`src/rtl/shift_add_multiplier_pkg.sv`:
```
// Shared definitions for the shift-and-add multiply-accumulate block:
// FSM state encoding, state-output width and counter sizing helper.
package shift_add_multiplier_pkg;

   localparam int CS_W = 2;

   typedef enum logic [CS_W-1:0] {
      S_IDLE = 2'd0,
      S_RUN  = 2'd1,
      S_DONE = 2'd2
   } state_t;

   // Bits needed for a down-counter that starts at width and stops at 1.
   function automatic int cnt_width(input int width);
      return $clog2(width + 1);
   endfunction

endpackage

```
`src/rtl/shift_add_multiplier_if.sv`:
```
// Handshake and operand/result bundle for the shift-and-add multiplier.
// master drives the request side, slave is the multiplier itself.
interface shift_add_multiplier_if
   import shift_add_multiplier_pkg::*;
   #(parameter int WIDTH = 4);

   logic                 go;
   logic [WIDTH-1:0]     multiplicand;
   logic [WIDTH-1:0]     multiplier;
   logic [WIDTH-1:0]     addend;
   logic [2*WIDTH-1:0]   product;
   logic                 done;
   logic                 busy;
   logic [CS_W-1:0]      cs;

   modport master (
      output go, multiplicand, multiplier, addend,
      input  product, done, busy, cs
   );

   modport slave (
      input  go, multiplicand, multiplier, addend,
      output product, done, busy, cs
   );

endinterface

```
`src/rtl/shift_add_multiplier_dp.sv`:
```
// Datapath for the shift-and-add multiplier: multiplicand shift register A,
// multiplier shift register B, accumulator P, step down-counter and the
// registered product. All sequencing decisions come from the FSM in the top.
module mult_dp
   import shift_add_multiplier_pkg::*;
   #(parameter int WIDTH = 4)
   (
      input  logic               clk,
      input  logic               rst,
      input  logic               ld,
      input  logic               step,
      input  logic               add_en,
      input  logic               ld_prod,
      input  logic [WIDTH-1:0]   multiplicand,
      input  logic [WIDTH-1:0]   multiplier,
      input  logic [WIDTH-1:0]   addend,
      output logic [2*WIDTH-1:0] product,
      output logic               cnt_last,
      output logic               b0
   );

   localparam int CW = cnt_width(WIDTH);

   logic [2*WIDTH-1:0] a_reg;
   logic [2*WIDTH-1:0] p_reg;
   logic [2*WIDTH-1:0] p_next;
   logic [WIDTH-1:0]   b_reg;
   logic [CW-1:0]      cnt;

   // Accumulator value after this step; also what gets latched into product on the last step.
   always_comb begin
      p_next = add_en ? (p_reg + a_reg) : p_reg;
   end

   // Capture operands on ld, then shift/accumulate one multiplier bit per step.
   always_ff @(posedge clk or negedge rst) begin
      if (!rst) begin
         a_reg <= '0;
         b_reg <= '0;
         p_reg <= '0;
         cnt   <= '0;
      end else if (ld) begin
         a_reg <= {{WIDTH{1'b0}}, multiplicand};
         b_reg <= multiplier;
         p_reg <= {{WIDTH{1'b0}}, addend};
         cnt   <= CW'(WIDTH);
      end else if (step) begin
         p_reg <= p_next;
         a_reg <= a_reg << 1;
         b_reg <= b_reg >> 1;
         cnt   <= cnt - CW'(1);
      end
   end

   // Product only moves on the final step, so it holds steady through DONE and IDLE.
   always_ff @(posedge clk or negedge rst) begin
      if (!rst) begin
         product <= '0;
      end else if (ld_prod) begin
         product <= p_next;
      end
   end

   assign cnt_last = (cnt == CW'(1));
   assign b0       = b_reg[0];

endmodule

```
`src/rtl/shift_add_multiplier.sv`:
```
// Sequential multiply-accumulate: product = multiplicand*multiplier + addend.
// Fixed latency of WIDTH RUN cycles followed by a single DONE cycle, with the
// same go/done/cs handshake as the companion divider so the two can be chained.
module shift_add_multiplier
   import shift_add_multiplier_pkg::*;
   #(parameter int WIDTH = 4)
   (
      input  logic                     clk,
      input  logic                     rst,
      shift_add_multiplier_if.slave    bus
   );

   state_t state;
   state_t next_state;

   logic ld;
   logic step;
   logic add_en;
   logic ld_prod;
   logic cnt_last;
   logic b0;

   // State register; reset drops straight to IDLE, aborting any operation.
   always_ff @(posedge clk or negedge rst) begin
      if (!rst) begin
         state <= S_IDLE;
      end else begin
         state <= next_state;
      end
   end

   // Next-state logic; the unused encoding falls back to IDLE.
   always_comb begin
      next_state = S_IDLE;
      case (state)
         S_IDLE:  next_state = bus.go ? S_RUN : S_IDLE;
         S_RUN:   next_state = cnt_last ? S_DONE : S_RUN;
         S_DONE:  next_state = S_IDLE;
         default: next_state = S_IDLE;
      endcase
   end

   // Datapath controls and Moore status outputs decoded from the current state.
   always_comb begin
      ld       = 1'b0;
      step     = 1'b0;
      add_en   = 1'b0;
      ld_prod  = 1'b0;
      bus.done = 1'b0;
      bus.busy = 1'b0;
      case (state)
         S_IDLE: begin
            ld = bus.go;
         end
         S_RUN: begin
            step     = 1'b1;
            add_en   = b0;
            ld_prod  = cnt_last;
            bus.busy = 1'b1;
         end
         S_DONE: begin
            bus.done = 1'b1;
            bus.busy = 1'b1;
         end
         default: begin
            ld = 1'b0;
         end
      endcase
   end

   assign bus.cs = state;

   mult_dp #(.WIDTH(WIDTH)) u_dp (
      .clk          (clk),
      .rst          (rst),
      .ld           (ld),
      .step         (step),
      .add_en       (add_en),
      .ld_prod      (ld_prod),
      .multiplicand (bus.multiplicand),
      .multiplier   (bus.multiplier),
      .addend       (bus.addend),
      .product      (bus.product),
      .cnt_last     (cnt_last),
      .b0           (b0)
   );

endmodule

```
`src/flat_wrapper.sv`:
```
// flat-port wrapper written by rule: the top's interface ports become plain ports
module shift_add_multiplier_flat import shift_add_multiplier_pkg::*;
#(parameter int WIDTH = 4)
  (clk, rst, bus_go, bus_multiplicand, bus_multiplier, bus_addend, bus_product, bus_done, bus_busy, bus_cs);
  shift_add_multiplier_if #(.WIDTH(WIDTH)) bus_i ();
  input  logic clk;
  input  logic rst;
  input wire logic [$bits(bus_i.go)-1:0] bus_go;
  input wire logic [$bits(bus_i.multiplicand)-1:0] bus_multiplicand;
  input wire logic [$bits(bus_i.multiplier)-1:0] bus_multiplier;
  input wire logic [$bits(bus_i.addend)-1:0] bus_addend;
  output wire logic [$bits(bus_i.product)-1:0] bus_product;
  output wire logic [$bits(bus_i.done)-1:0] bus_done;
  output wire logic [$bits(bus_i.busy)-1:0] bus_busy;
  output wire logic [$bits(bus_i.cs)-1:0] bus_cs;
  assign bus_i.go = bus_go;
  assign bus_i.multiplicand = bus_multiplicand;
  assign bus_i.multiplier = bus_multiplier;
  assign bus_i.addend = bus_addend;
  assign bus_product = bus_i.product;
  assign bus_done = bus_i.done;
  assign bus_busy = bus_i.busy;
  assign bus_cs = bus_i.cs;
  shift_add_multiplier #(.WIDTH(WIDTH)) u_core (.clk(clk), .rst(rst), .bus(bus_i));
endmodule
```
`config.mk`:
```
export PLATFORM = sky130hd
export DESIGN_NAME = shift_add_multiplier_flat
export DESIGN_NICKNAME = d
export VERILOG_FILES = /design/src/rtl/shift_add_multiplier_pkg.sv /design/src/rtl/shift_add_multiplier_if.sv /design/src/rtl/shift_add_multiplier_dp.sv /design/src/rtl/shift_add_multiplier.sv /design/src/flat_wrapper.sv
export SDC_FILE = /design/constraint.sdc
export NUM_CORES = 1
export LEC_CHECK = 0
export BUFFER_PORTS_ARGS = -buffer_cell sky130_fd_sc_hd__buf_2
export CAP_MARGIN = 0
export CORE_AREA = 2 2 66 68
export CTS_BUF_LIST = sky130_fd_sc_hd__clkbuf_4 sky130_fd_sc_hd__clkbuf_8
export CTS_CLUSTER_DIAMETER = 120
export DETAILED_ROUTE_END_ITERATION = 8
export DIE_AREA = 0 0 68 70
export GPL_ROUTABILITY_DRIVEN = 0
export PLACE_DENSITY = 0.69
export SYNTH_ARGS = -nofsm -noshare
export SYNTH_HDL_FRONTEND = slang
export SYNTH_HIERARCHICAL = 1
export SYNTH_SLANG_ARGS = --single-unit
```
`constraint.sdc`:
```
create_clock -name clk -period 3.52 [get_ports clk]
set_input_delay 0.176 -clock clk [delete_from_list [all_inputs] [get_ports clk]]
set_output_delay 0.176 -clock clk [all_outputs]
set_load 0.02 [all_outputs]
```
==> impl_results.md, run 1 <==
- First-pass GRT wire length: 6.610 mm
- CP top delay family: compound AO/OA/AOI/OAI gates
- Largest net degree at the start of global routing: 35
- Max IR drop VDD: 414.7 uV
- Cts bufs inserted: 5
- Port buffer count: 26
- Pre-CTS setup slack: 1.432 ns
- CTS max path bufs: 2
- Met2 usage: 0.2902
- GR Util met1: 0.2424
- Initial antenna violation count: 0
- PD cells: 884.3 nW/um^2
- Hold Crit Class: in -> reg
- F_max: 0.4714 GHz
- Hpwl dp: 2.631 mm
- DRC errors left: 0
- Layout fillers: 402
- Yosys warnings: 6
- Post-route ant nets: 0
- Post-cts sizing count: 0
- Final Max Tran Viols: 0
- Critical path depth in cells: 8
- Cell type with the largest total area after synthesis: dfrtp_1
- Commonest cells in the netlist: dfrtp_1, nand2_1, mux2i_1, nor2_1
- Die Width: 68 um
- Clk pin slew, worst setup/hold paths: 0.06 ns
- Vias in the first global route: 1413
- CTS tree: yes
- Worst Path Arrival: 2.29 ns
- Post-synth top area share: 0.4193
- Largest cells by area after synthesis: dfrtp_1, mux2i_1, ha_1
- Fin util: 0.5393
- Die height: 70 um
- Wire length per cell: 13.28 um
- Setup Skew: 0.002325 ns
- Post-Syn Nets: 234
- Total power: 1.976 mW
- Slew margin rel.: 0.4951
- Iteration-0 DRC Markers: 61
- Top_reg_cell synth: dfrtp_1
- Cell row count: 24
- Post-synthesis sequential area ratio: 0.4193
- Worst setup EP type: flop
- Die ar.: 4760 sq um
- Hold buffers post-CTS: 1
- Slowest-stage cell, CP: dfrtp_1
- Crit Path Max Fanout: 4
- NumNets Final: 259
- # setup viols final: 0
- Number of flops mapped to enable cells by yosys: 0
- Clk root buf: clkbuf_8
- Leak pwr: 1.047 nW
- # Post-CTS Setup Buffers: 0
- Yosys cell types: 42
- Post-Route WL: 3.746 mm
- Max-cap violations: 0
- Total congestion overflow: 0
- Mapped cell area: 1969 sq um
- Status: finished, final reports clean
- H-tree Lvls: 2
- Slew @ Worst Pin: 0.7573 ns
- RSZ-0062 raised after global routing: false
- CP cell instances: ha_1, inv_1, fa_1, nor2b_1, o31a_2, o21ai_1, a2111oi_0, a311o_1
- Post-synthesis cell count: 205
- Starting Density: 0.4752
- Most common cell in the netlist: dfrtp_1
- Top Usage Layer GRT: met2
- Worst-Skew Late Latency: 0.28 ns
- Core area: 4144 sq um
- Post-synthesis area per instance: 9.607 sq um
- Post-layout min period: 2.121 ns
- Final worst setup slack: 1.399 ns
- Syn-to-layout area delta: 13.47%
- Worst r2r path cells: 8
- Setup TNS: 0 ns
- Crit path launch type: flop
- I/O Pins: 27
- Synth Register Bits: 33
- Via Count: 1513
- Fraction of layout cells with a size suffix above 1: 0.1913
- WS Path Type: reg -> reg
- GRT met3 Usage: 0.04831
- First-pass iteration count of the detailed router: 4
- GR Util All Layers: 0.1827
- Via-to-Cell Ratio: 5.365
- Ant. Diodes: 0
- CTS sink cnt: 33
- Slowest stage delay, CP: 0.39 ns
- Final Hold Violating Endpoints: 0
- Critical path buffers and inverters: 1
- Hold depth: 3
- Post-synth ARST share: 1.000
- Period Utilization, post-route: 0.6026
- CP required: 3.68 ns
==> cell families (layout without fill, tap and decap cells) <==
logic type / Yosys count / count (layout) / share of synthesized area
DFF: 33 / 33 / 0.4193
adders and majority gates: 14 / 14 / 0.09276
AOI/OAI and AO/OA: 46 / 46 / 0.1506
muxes: 19 / 19 / 0.09784
xor gates and xnor gates: 3 / 3 / 0.01334
and+or+nand+nor: 69 / 69 / 0.1843
buffers and inverters: 21 / 46 / 0.04193
==> cells in the final DEF, fill, tap and decap left out, types with 5 or more instances in the layout <==
| cell | instances |
|---|---|
| dfrtp_1 | 33 |
| buf_2 | 26 |
| nand2_1 | 19 |
| nor2_1 | 17 |
| mux2i_1 | 17 |
| a21oi_1 | 14 |
| o21ai_0 | 14 |
| ha_1 | 13 |
| inv_1 | 10 |
| nand3_1 | 7 |
| clkbuf_8 | 6 |
| nand3b_1 | 5 |
==> metrics by stage <==
stage | area, sq um | instances | hold slack [ns]
after floorplan | 1969 | 205 | -0.1196
after global placement | 2135 | 274 | 0.2880
after detailed placement | 2135 | 274 | 0.2920
after CTS | 2235 | 282 | 0.09739
after global routing | 2235 | 282 | 0.1173
final | 2235 | 282 | 0.1022
==> layout make-up <==
type,count,area (sq um),area share
Sequential cell,33,825.8,0.3695
Tap cell,52,65.06,0.02912
Inverter,10,37.54,0.01680
Clock buffer,7,90.09,0.04031
Timing Repair Buffer,29,155.1,0.06943
Multi-Input combinational cell,151,1061,0.4748
==> power by group <==
| part | switching, mW | total [mW] | leakage, nW | internal, mW |
|---|---|---|---|---|
| Combinational | 0.592 | 1.02 | 0.584 | 0.425 |
| Clock | 0.128 | 0.291 | 0.0477 | 0.163 |
| Sequential | 0.123 | 0.669 | 0.415 | 0.546 |
==> final timing paths <==
check	startpoint	endpoint	slack, ns
hold / removal	bus_addend[2]	u_core/u_dp/p_reg[2]$_DFFE_PN0P_	0.10
min in group asynchronous	rst	u_core/bus.cs[0]$_DFF_PN0_	0.48
setup reg to reg	u_core/u_dp/a_reg[0]$_DFFE_PN0P_	u_core/u_dp/p_reg[6]$_DFFE_PN0P_	1.40
max in group asynchronous	rst	u_core/u_dp/cnt[0]$_DFFE_PN0P_	2.56
setup / recovery	u_core/u_dp/a_reg[0]$_DFFE_PN0P_	u_core/u_dp/p_reg[6]$_DFFE_PN0P_	1.40
hold reg to reg	u_core/u_dp/product[6]$_DFFE_PN0P_	u_core/u_dp/product[6]$_DFFE_PN0P_	0.48
==> routing by layer <==
layer	routed length (um)	vias to the layer above
li1	-	769
met1	1709	711
met2	1842	28
met3	150	5
met4	43	0
met5	0	-
==> worst min-delay path: cells and delay by family <==
family,cells,cell delay [ns]
buffers and inverters,1,0.08
and+or+nand+nor,1,0.04
AOI/OAI and AO/OA,1,0.05
Power figures use the tool's default switching activity.
==> run 2, diff against run 1 <==
==> constraint.sdc (replaced) <==
create_clock -name clk -period 2 [get_ports clk]
set_input_delay 0.1 -clock clk [delete_from_list [all_inputs] [get_ports clk]]
set_output_delay 0.1 -clock clk [all_outputs]
set_load 0.02 [all_outputs]
==> run 2 against run 1 <==
Against the previous run: die area unchanged; clock power rose by 89%; clock-buffer cell count unchanged; critical path type unchanged; critical path depth down 1.
==> impl_results.md, run 2 (synthesized netlist as in run 1, its figures left out) <==
- Cts bufs inserted: 5 (unchanged)
- Crit path launch type: flop
- Final Max Tran Viols: 0 (unchanged)
- Worst setup EP type: flop
- Worst flop-to-flop path endpoint: u_core/u_dp/p_reg[7]$_DFFE_PN0P_
- Worst-Skew Late Latency: 0.29 ns (about the same)
- NumNets Final: 270 (+4.2%)
- Setup TNS: 0 ns (unchanged)
- Via Count: 1557 (+2.9%)
- DRC errors left: 0 (unchanged)
- Clk pwr share: 0.143 (-0.004)
- Wl on met1: 1.805 mm (+5.6%)
- CP required: 2.22 ns (-1.46 ns)
- Clk pin slew, worst setup/hold paths: 0.07 ns (about the same)
- Ant. Diodes: 0 (unchanged)
- GR Util All Layers: 0.1919 (+0.009187)
- Min-delay src: bus_multiplier[2]
- Max IR drop VDD: 798.4 uV (+93%)
- Wire length per cell: 13.46 um (+1.3%)
- Cell row count: 24 (unchanged)
- Vias in the first global route: 1503 (+6.4%)
- Reg-to-Reg Start: u_core/u_dp/p_reg[0]$_DFFE_PN0P_
- Max-cap violations: 0 (unchanged)
- Post-Route WL: 3.957 mm (+5.6%)
- Leak pwr: 1.111 nW (+6.2%)
- Clk root buf: clkbuf_8
- CTS max path bufs: 2 (unchanged)
- Hold Crit Class: in -> reg
- Flop2flop setup slack: 0.08 ns (-1.32 ns)
- WHS: 0.009769 ns (-0.09247 ns)
- Setup Skew: 0.004810 ns (+0.002485 ns)
- Post-route ant nets: 0 (unchanged)
- CTS tree: yes
- Worst Path Arrival: 2.14 ns (-0.15 ns)
- F_max: 0.5208 GHz (+10%)
- Met2 Routed Length: 1.914 mm (+3.9%)
- CP top delay family: simple AND/OR/NAND/NOR gates
- # setup viols final: 0 (unchanged)
- CTS sink cnt: 33 (unchanged)
- Slew margin rel.: 0.5074 (+0.01225)
- Hold Path End: u_core/u_dp/b_reg[2]$_DFFE_PN0P_
- Port buffer count: 26 (unchanged)
- Iteration-0 DRC Markers: 60 (-1.6%)
- Logic pwr share: 0.542 (+0.028)
- WS Path Type: reg -> reg
- First-pass iteration count of the detailed router: 4 (unchanged)
- Slew @ Worst Pin: 0.7390 ns (-0.01838 ns)
- Crit Path Max Fanout: 5 (+1)
- Pre-CTS setup slack: 0.004735 ns (-1.427 ns)
- Starting Density: 0.4752 (unchanged)
- Die height: 70 um (unchanged)
- Layout fillers: 368 (-8.5%)
- Slowest stage delay, CP: 0.46 ns (+0.07 ns)
- Most common cell after layout, fill and taps aside: dfrtp_1
- Most frequent cells in the layout: dfrtp_1, buf_2, nand2_1, nor2_1, mux2i_1
- Hpwl dp: 2.700 mm (+2.6%)
- Final worst setup slack: 0.08000 ns (-1.319 ns)
- Hold depth: 3 (unchanged)
- Worst r2r path cells: 7 (-1)
- Period Utilization, post-route: 0.9600 (+0.3574)
- Critical path buffers and inverters: 1 (unchanged)
- Die Width: 68 um (unchanged)
- Core area: 4144 sq um (unchanged)
- Switching Share: 0.4200 (-0.006509)
- Initial antenna violation count: 0 (unchanged)
- Die ar.: 4760 sq um (unchanged)
- Via-to-Cell Ratio: 5.296 (-1.3%)
- H-tree Lvls: 2 (unchanged)
- First-pass GRT wire length: 6.865 mm (+3.9%)
- PD cells: 1582 nW/um^2 (+79%)
- Top Layer Used: met4
- Post-layout min period: 1.920 ns (-0.2012 ns)
- Largest net degree at the start of global routing: 34 (-2.9%)
- Fraction of layout cells with a size suffix above 1: 0.2851 (+0.09382)
- I/O Pins: 27 (unchanged)
- Final Hold Violating Endpoints: 0 (unchanged)
- Sequential fraction of design power: 0.316 (-0.022)
- Fin util: 0.5876 (+0.04831)
- Total power: 3.852 mW (+95%)
- Syn-to-layout area delta: 23.63%
- Slowest-stage cell, CP: or4b_4
- Status: finished, final reports clean
- Cell Int Power: 2.234 mW (+97%)
- Total congestion overflow: 0 (unchanged)
- Net Switching: 1.618 mW (+92%)
- Met3 WL post-DR: 149 um (-0.67%)
- CP cell instances: ha_1, buf_4, a211oi_4, o211ai_2, nand3_1, or4b_4, a21oi_2
## run 2: cell types whose count changed in the layout (fill, tap and decap cells not counted), moves of 2 or more
cell and delta:
buf_4 +11, a21oi_1 -2, ha_1 -4, ha_4 +4
## run 2: repair_timing
item,in CTS,in global routing
pin swaps,1,4
buffers inserted,0,3
setup endpoints to repair,2,3
cloned,0,0
gates resized for setup,0,18
endpoints found under the hold margin,33,0
hold buffers,1,0
## run 2: metrics by stage
stage,area [sq um],cells
final,2435,294
after global routing,2435,294
after global placement,2195,282
after CTS,2306,291
after floorplan,1969,205
after detailed placement,2195,282
## run 2: worst max path at each step
stage	startpoint	slack (ns)	to	cells past startpoint
2_1_floorplan	u_core/bus.cs[1]$_DFF_PN0_	0.001	u_core/u_dp/p_reg[5]$_DFFE_PN0P_	8
3_3_place_gp	u_core/u_dp/a_reg[0]$_DFFE_PN0P_	0.05	u_core/u_dp/p_reg[6]$_DFFE_PN0P_	8
5_1_grt	u_core/u_dp/p_reg[0]$_DFFE_PN0P_	-0.008	u_core/u_dp/p_reg[6]$_DFFE_PN0P_	8
6_report	u_core/u_dp/p_reg[0]$_DFFE_PN0P_	0.08	u_core/u_dp/p_reg[7]$_DFFE_PN0P_	7
3_5_place_dp	u_core/u_dp/a_reg[6]$_DFFE_PN0P_	0.005	u_core/u_dp/p_reg[7]$_DFFE_PN0P_	6
4_1_cts	u_core/u_dp/a_reg[0]$_DFFE_PN0P_	-0.02	u_core/u_dp/p_reg[6]$_DFFE_PN0P_	8
## run 2: routing by layer
| metal | GRT usage | vias up |
|---|---|---|
| met4 | 0.07333 | 0 |
| met3 | 0.04992 | 8 |
| met1 | 0.2474 | 725 |
| met5 | 0 | - |
| met2 | 0.3042 | 33 |
| li1 | - | 791 |
## run 2: layout make-up
class	instances	area, sq um	area share
tap	52	65.06	0.02672
inverter	10	37.54	0.01542
clock inverter	1	5.005	0.002055
multi-input combinational	151	1166	0.4789
timing repair buffer	40	237.7	0.09764
sequential	33	827.0	0.3397
clock buffer	7	96.34	0.03957
## run 2: power groups by stage
stage | Sequential, mW | Clock, mW | Combinational, mW
after floorplan | 1.24 | 0 | 1.32
after global placement | 1.18 | 0 | 1.84
after detailed placement | 1.19 | 0 | 1.87
after CTS | 1.18 | 0.570 | 1.88
after global routing | 1.25 | 0.599 | 2.35
final | 1.22 | 0.549 | 2.09
## run 2: worst register-to-register path: stages (launching register included)
cell and delay, ns:
dfrtp_1 0.40, ha_1 0.20, buf_4 0.15, a211oi_4 0.23, o211ai_2 0.16, nand3_1 0.11
or4b_4 0.46, a21oi_2 0.15
==> run 3, diff against run 2 <==
--- a/config.mk
+++ b/config.mk
@@ -5,15 +5,16 @@
 export SDC_FILE = /design/constraint.sdc
 export NUM_CORES = 1
 export LEC_CHECK = 0
+export ABC_AREA = 1
 export BUFFER_PORTS_ARGS = -buffer_cell sky130_fd_sc_hd__buf_2
 export CAP_MARGIN = 0
-export CORE_AREA = 2 2 66 68
+export CORE_AREA = 2 2 64 66
 export CTS_BUF_LIST = sky130_fd_sc_hd__clkbuf_4 sky130_fd_sc_hd__clkbuf_8
 export CTS_CLUSTER_DIAMETER = 120
 export DETAILED_ROUTE_END_ITERATION = 8
-export DIE_AREA = 0 0 68 70
+export DIE_AREA = 0 0 66 68
 export GPL_ROUTABILITY_DRIVEN = 0
-export PLACE_DENSITY = 0.69
+export PLACE_DENSITY = 0.7
 export SYNTH_ARGS = -nofsm -noshare
 export SYNTH_HDL_FRONTEND = slang
 export SYNTH_HIERARCHICAL = 1
==> run 3 against run 2 <==
Against the previous run: critical path depth rose by 4; largest power group unchanged; global-route usage rose by 0.50 points; routed wire length rose by 0.23%; die area fell by 5.7%; sequential power fell by 5%; critical endpoint is now u_core/u_dp/p_reg[4]$_DFFE_PN0P_; total power fell by 6.8%; design area fell by 12%; sequential cell count did not move; first-iteration DRC count rose by 20%.
==> impl_results.md, run 3 <==
- Status: finished, final reports clean
- Hold Crit Class: in -> reg
- # setup viols final: 0 (unchanged)
- Setup TNS: 0 ns (unchanged)
- Crit Path Max Fanout: 3 (-2)
- Die height: 68 um (-2.9%)
- Initial antenna violation count: 0 (unchanged)
- Crit path launch type: flop
- First-pass GRT wire length: 6.403 mm (-6.7%)
- Cell area after layout: 2138 sq um (-12%)
- Wire length per cell: 12.88 um (-4.3%)
- Post-synthesis sequential area ratio: 0.4493 (+0.02997)
- Starting Density: 0.4766 (+0.001397)
- Fraction of layout cells with a size suffix above 1: 0.1899 (-0.09520)
- NumNets Final: 288 (+6.7%)
- Cell type with the largest total area after synthesis: dfrtp_1
- Mapped cell area: 1838 sq um (-6.7%)
- CTS sink cnt: 33 (unchanged)
- Max IR drop VDD: 775.8 uV (-2.8%)
- First-pass iteration count of the detailed router: 4 (unchanged)
- Core area: 3856 sq um (-6.9%)
- Cell row count: 23 (-4.2%)
- Area of the multi-input gates: 844.6 sq um (-28%)
- Final worst setup slack: 0.2247 ns (+0.1447 ns)
- Number of flops mapped to enable cells by yosys: 0 (unchanged)
- CP required: 2.18 ns (-0.04 ns)
- Period Utilization, post-route: 0.8876 (-0.07235)
- Yosys warnings: 6 (unchanged)
- Synth Register Bits: 33 (unchanged)
- DRC errors left: 0 (unchanged)
- Iteration-0 DRC Markers: 72 (+20%)
- Die ar.: 4488 sq um (-5.7%)
- Via Count: 1508 (-3.1%)
- Post-synth ARST share: 1.000 (unchanged)
- Post-synthesis area per instance: 8.205 sq um (-15%)
- Post-Syn Nets: 253 (+8.1%)
- Total power: 3.590 mW (-6.8%)
- Reg area: 825.8 sq um (-0.15%)
- Setup Skew: 0.006227 ns (+0.001417 ns)
- Post-layout min period: 1.775 ns (-0.1447 ns)
- Clk root buf: clkbuf_8
- Pre-CTS setup slack: 0.1198 ns (+0.1151 ns)
- H-tree Lvls: 2 (unchanged)
- Most common cell in the netlist: nand2_1
- RSZ-0062 raised after global routing: false
- Final Hold Violating Endpoints: 0 (unchanged)
- Hpwl dp: 2.782 mm (+3.0%)
- Worst setup EP type: flop
- Top_reg_cell synth: dfrtp_1
- Die Width: 66 um (-2.9%)
- Clk pin slew, worst setup/hold paths: 0.07 ns (about the same)
- Worst Path Arrival: 1.95 ns (-0.19 ns)
- Worst-Skew Late Latency: 0.28 ns (about the same)
- Final Max Tran Viols: 0 (unchanged)
- Post-route ant nets: 0 (unchanged)
- Post-Route WL: 3.966 mm (+0.23%)
- Largest net degree at the start of global routing: 34 (unchanged)
- PD cells: 1679 nW/um^2 (+6.1%)
- Post-synthesis cell count: 224 (+9.3%)
- Cts bufs inserted: 5 (unchanged)
- Placed cell areas: 2021 sq um (-7.9%)
- GR Util All Layers: 0.1969 (+0.005014)
- Yosys cell types: 28 (-33%)
- Max-cap violations: 0 (unchanged)
- Largest cells by area after synthesis: dfrtp_1, nand2_1, ha_1
- F_max: 0.5633 GHz (+8.2%)
- CTS tree: yes
- Ant. Diodes: 0 (unchanged)
- CTS max path bufs: 2 (unchanged)
- Via-to-Cell Ratio: 4.896 (-7.5%)
- Most frequent cells in the layout: nand2_1, inv_1, dfrtp_1, buf_2, nand3_1
- Vias in the first global route: 1378 (-8.3%)
- WS Path Type: reg -> reg
- Slew margin rel.: 0.5051 (-0.002307)
- Total congestion overflow: 0 (unchanged)
- Slew @ Worst Pin: 0.7424 ns (+0.003461 ns)
- Layout fillers: 392 (+6.5%)
- Post-synth top area share: 0.4493 (+0.02997)
- Commonest cells in the netlist: nand2_1, inv_1, dfrtp_1, nand3_1
- Port buffer count: 26 (unchanged)
- Syn-to-layout area delta: 16.34%
- Leak pwr: 1.147 nW (+3.2%)
- I/O Pins: 27 (unchanged)
- Most common cell after layout, fill and taps aside: nand2_1
==> run 3: cell count changes after synthesis, moves of 4 or more <==
cell / previous run / this run
a21oi_1: 14 / 5
clkbuf_1: 7 / 2
inv_1: 10 / 36
mux2i_1: 17 / 1
nand2_1: 19 / 60
nand3_1: 7 / 17
nor2_1: 17 / 8
o21ai_0: 14 / 2
o21ai_1: 1 / 13
o22ai_1: 0 / 5
or2_2: 0 / 4
==> run 3: logic make-up after synthesis <==
kind of cell	Yosys count	synth area share
AND/OR/NAND/NOR	98	0.2396
buffers and inverters	43	0.09122
AO/OA/AOI/OAI	34	0.1103
flip-flops	33	0.4493
adder cells (fa/ha/maj)	14	0.09939
XOR/XNOR	1	0.004766
multiplexers	1	0.005446
==> run 3: worst max-delay path, stage by stage, from the launching register on <==
cell,delay [ns]
dfrtp_1,0.38
ha_1,0.18
inv_1,0.05
fa_1,0.37
inv_1,0.08
nand2_1,0.07
nand2_1,0.08
and2_4,0.14
or2_0,0.11
nand3_2,0.07
nand3_1,0.09
nand2_1,0.05
==> run 3: path summary, 6_finish.rpt <==
kind | start | to | slack [ns] | cells past startpoint
min in group asynchronous | rst | u_core/u_dp/product[4]$_DFFE_PN0P_ | 0.42 | 2
max reg2reg | u_core/u_dp/p_reg[0]$_DFFE_PN0P_ | u_core/u_dp/p_reg[4]$_DFFE_PN0P_ | 0.22 | 11
max in group asynchronous | rst | u_core/u_dp/a_reg[5]$_DFFE_PN0P_ | 1.10 | 2
min reg2reg | u_core/u_dp/product[7]$_DFFE_PN0P_ | u_core/u_dp/product[7]$_DFFE_PN0P_ | 0.48 | 2
max | u_core/u_dp/p_reg[0]$_DFFE_PN0P_ | u_core/u_dp/p_reg[4]$_DFFE_PN0P_ | 0.22 | 11
min | bus_addend[1] | u_core/u_dp/p_reg[1]$_DFFE_PN0P_ | 0.03 | 3
==> run 3: layout make-up <==
| cell class | instances | share of cell area |
|---|---|---|
| multi-input combinational | 148 | 0.3950 |
| sequential | 33 | 0.3862 |
| timing repair buffer | 33 | 0.08660 |
| inverter | 38 | 0.06846 |
| clock buffer | 5 | 0.03218 |
| tap | 50 | 0.02926 |
| clock inverter | 1 | 0.002341 |
==> run 3: through the flow <==
stage,cells,hold WS (ns),util
2_1_floorplan,224,-0.1956,-
3_3_place_gp,297,0.2056,0.5240
4_1_cts,304,0.01971,0.5458
6_report,308,0.03021,0.5545
5_1_grt,308,0.03304,0.5545
3_5_place_dp,297,0.2084,0.5240
==> run 3: per-layer routing <==
layer / track usage / vias up / wire length [um]
li1: - / 785 / -
met1: 0.2508 / 690 / 1878
met2: 0.3018 / 27 / 1880
met3: 0.05099 / 6 / 129
met4: 0.1199 / 0 / 78
met5: 0 / - / 0
==> run 3: what timing repair did <==
action / in CTS / in global routing
endpoints found under the hold margin: 33 / 0
hold buffers: 1 / 0
resized for setup: 0 / 1
endpoints found under the setup margin: 0 / 8
setup buffers: 0 / 4
==> run 3: report_power, final <==
group / leakage [nW] / internal [mW] / total (mW) / switching, mW
logic: 0.686 / 0.757 / 1.98 / 1.22
registers: 0.421 / 0.973 / 1.16 / 0.186
clock network: 0.0399 / 0.229 / 0.456 / 0.227
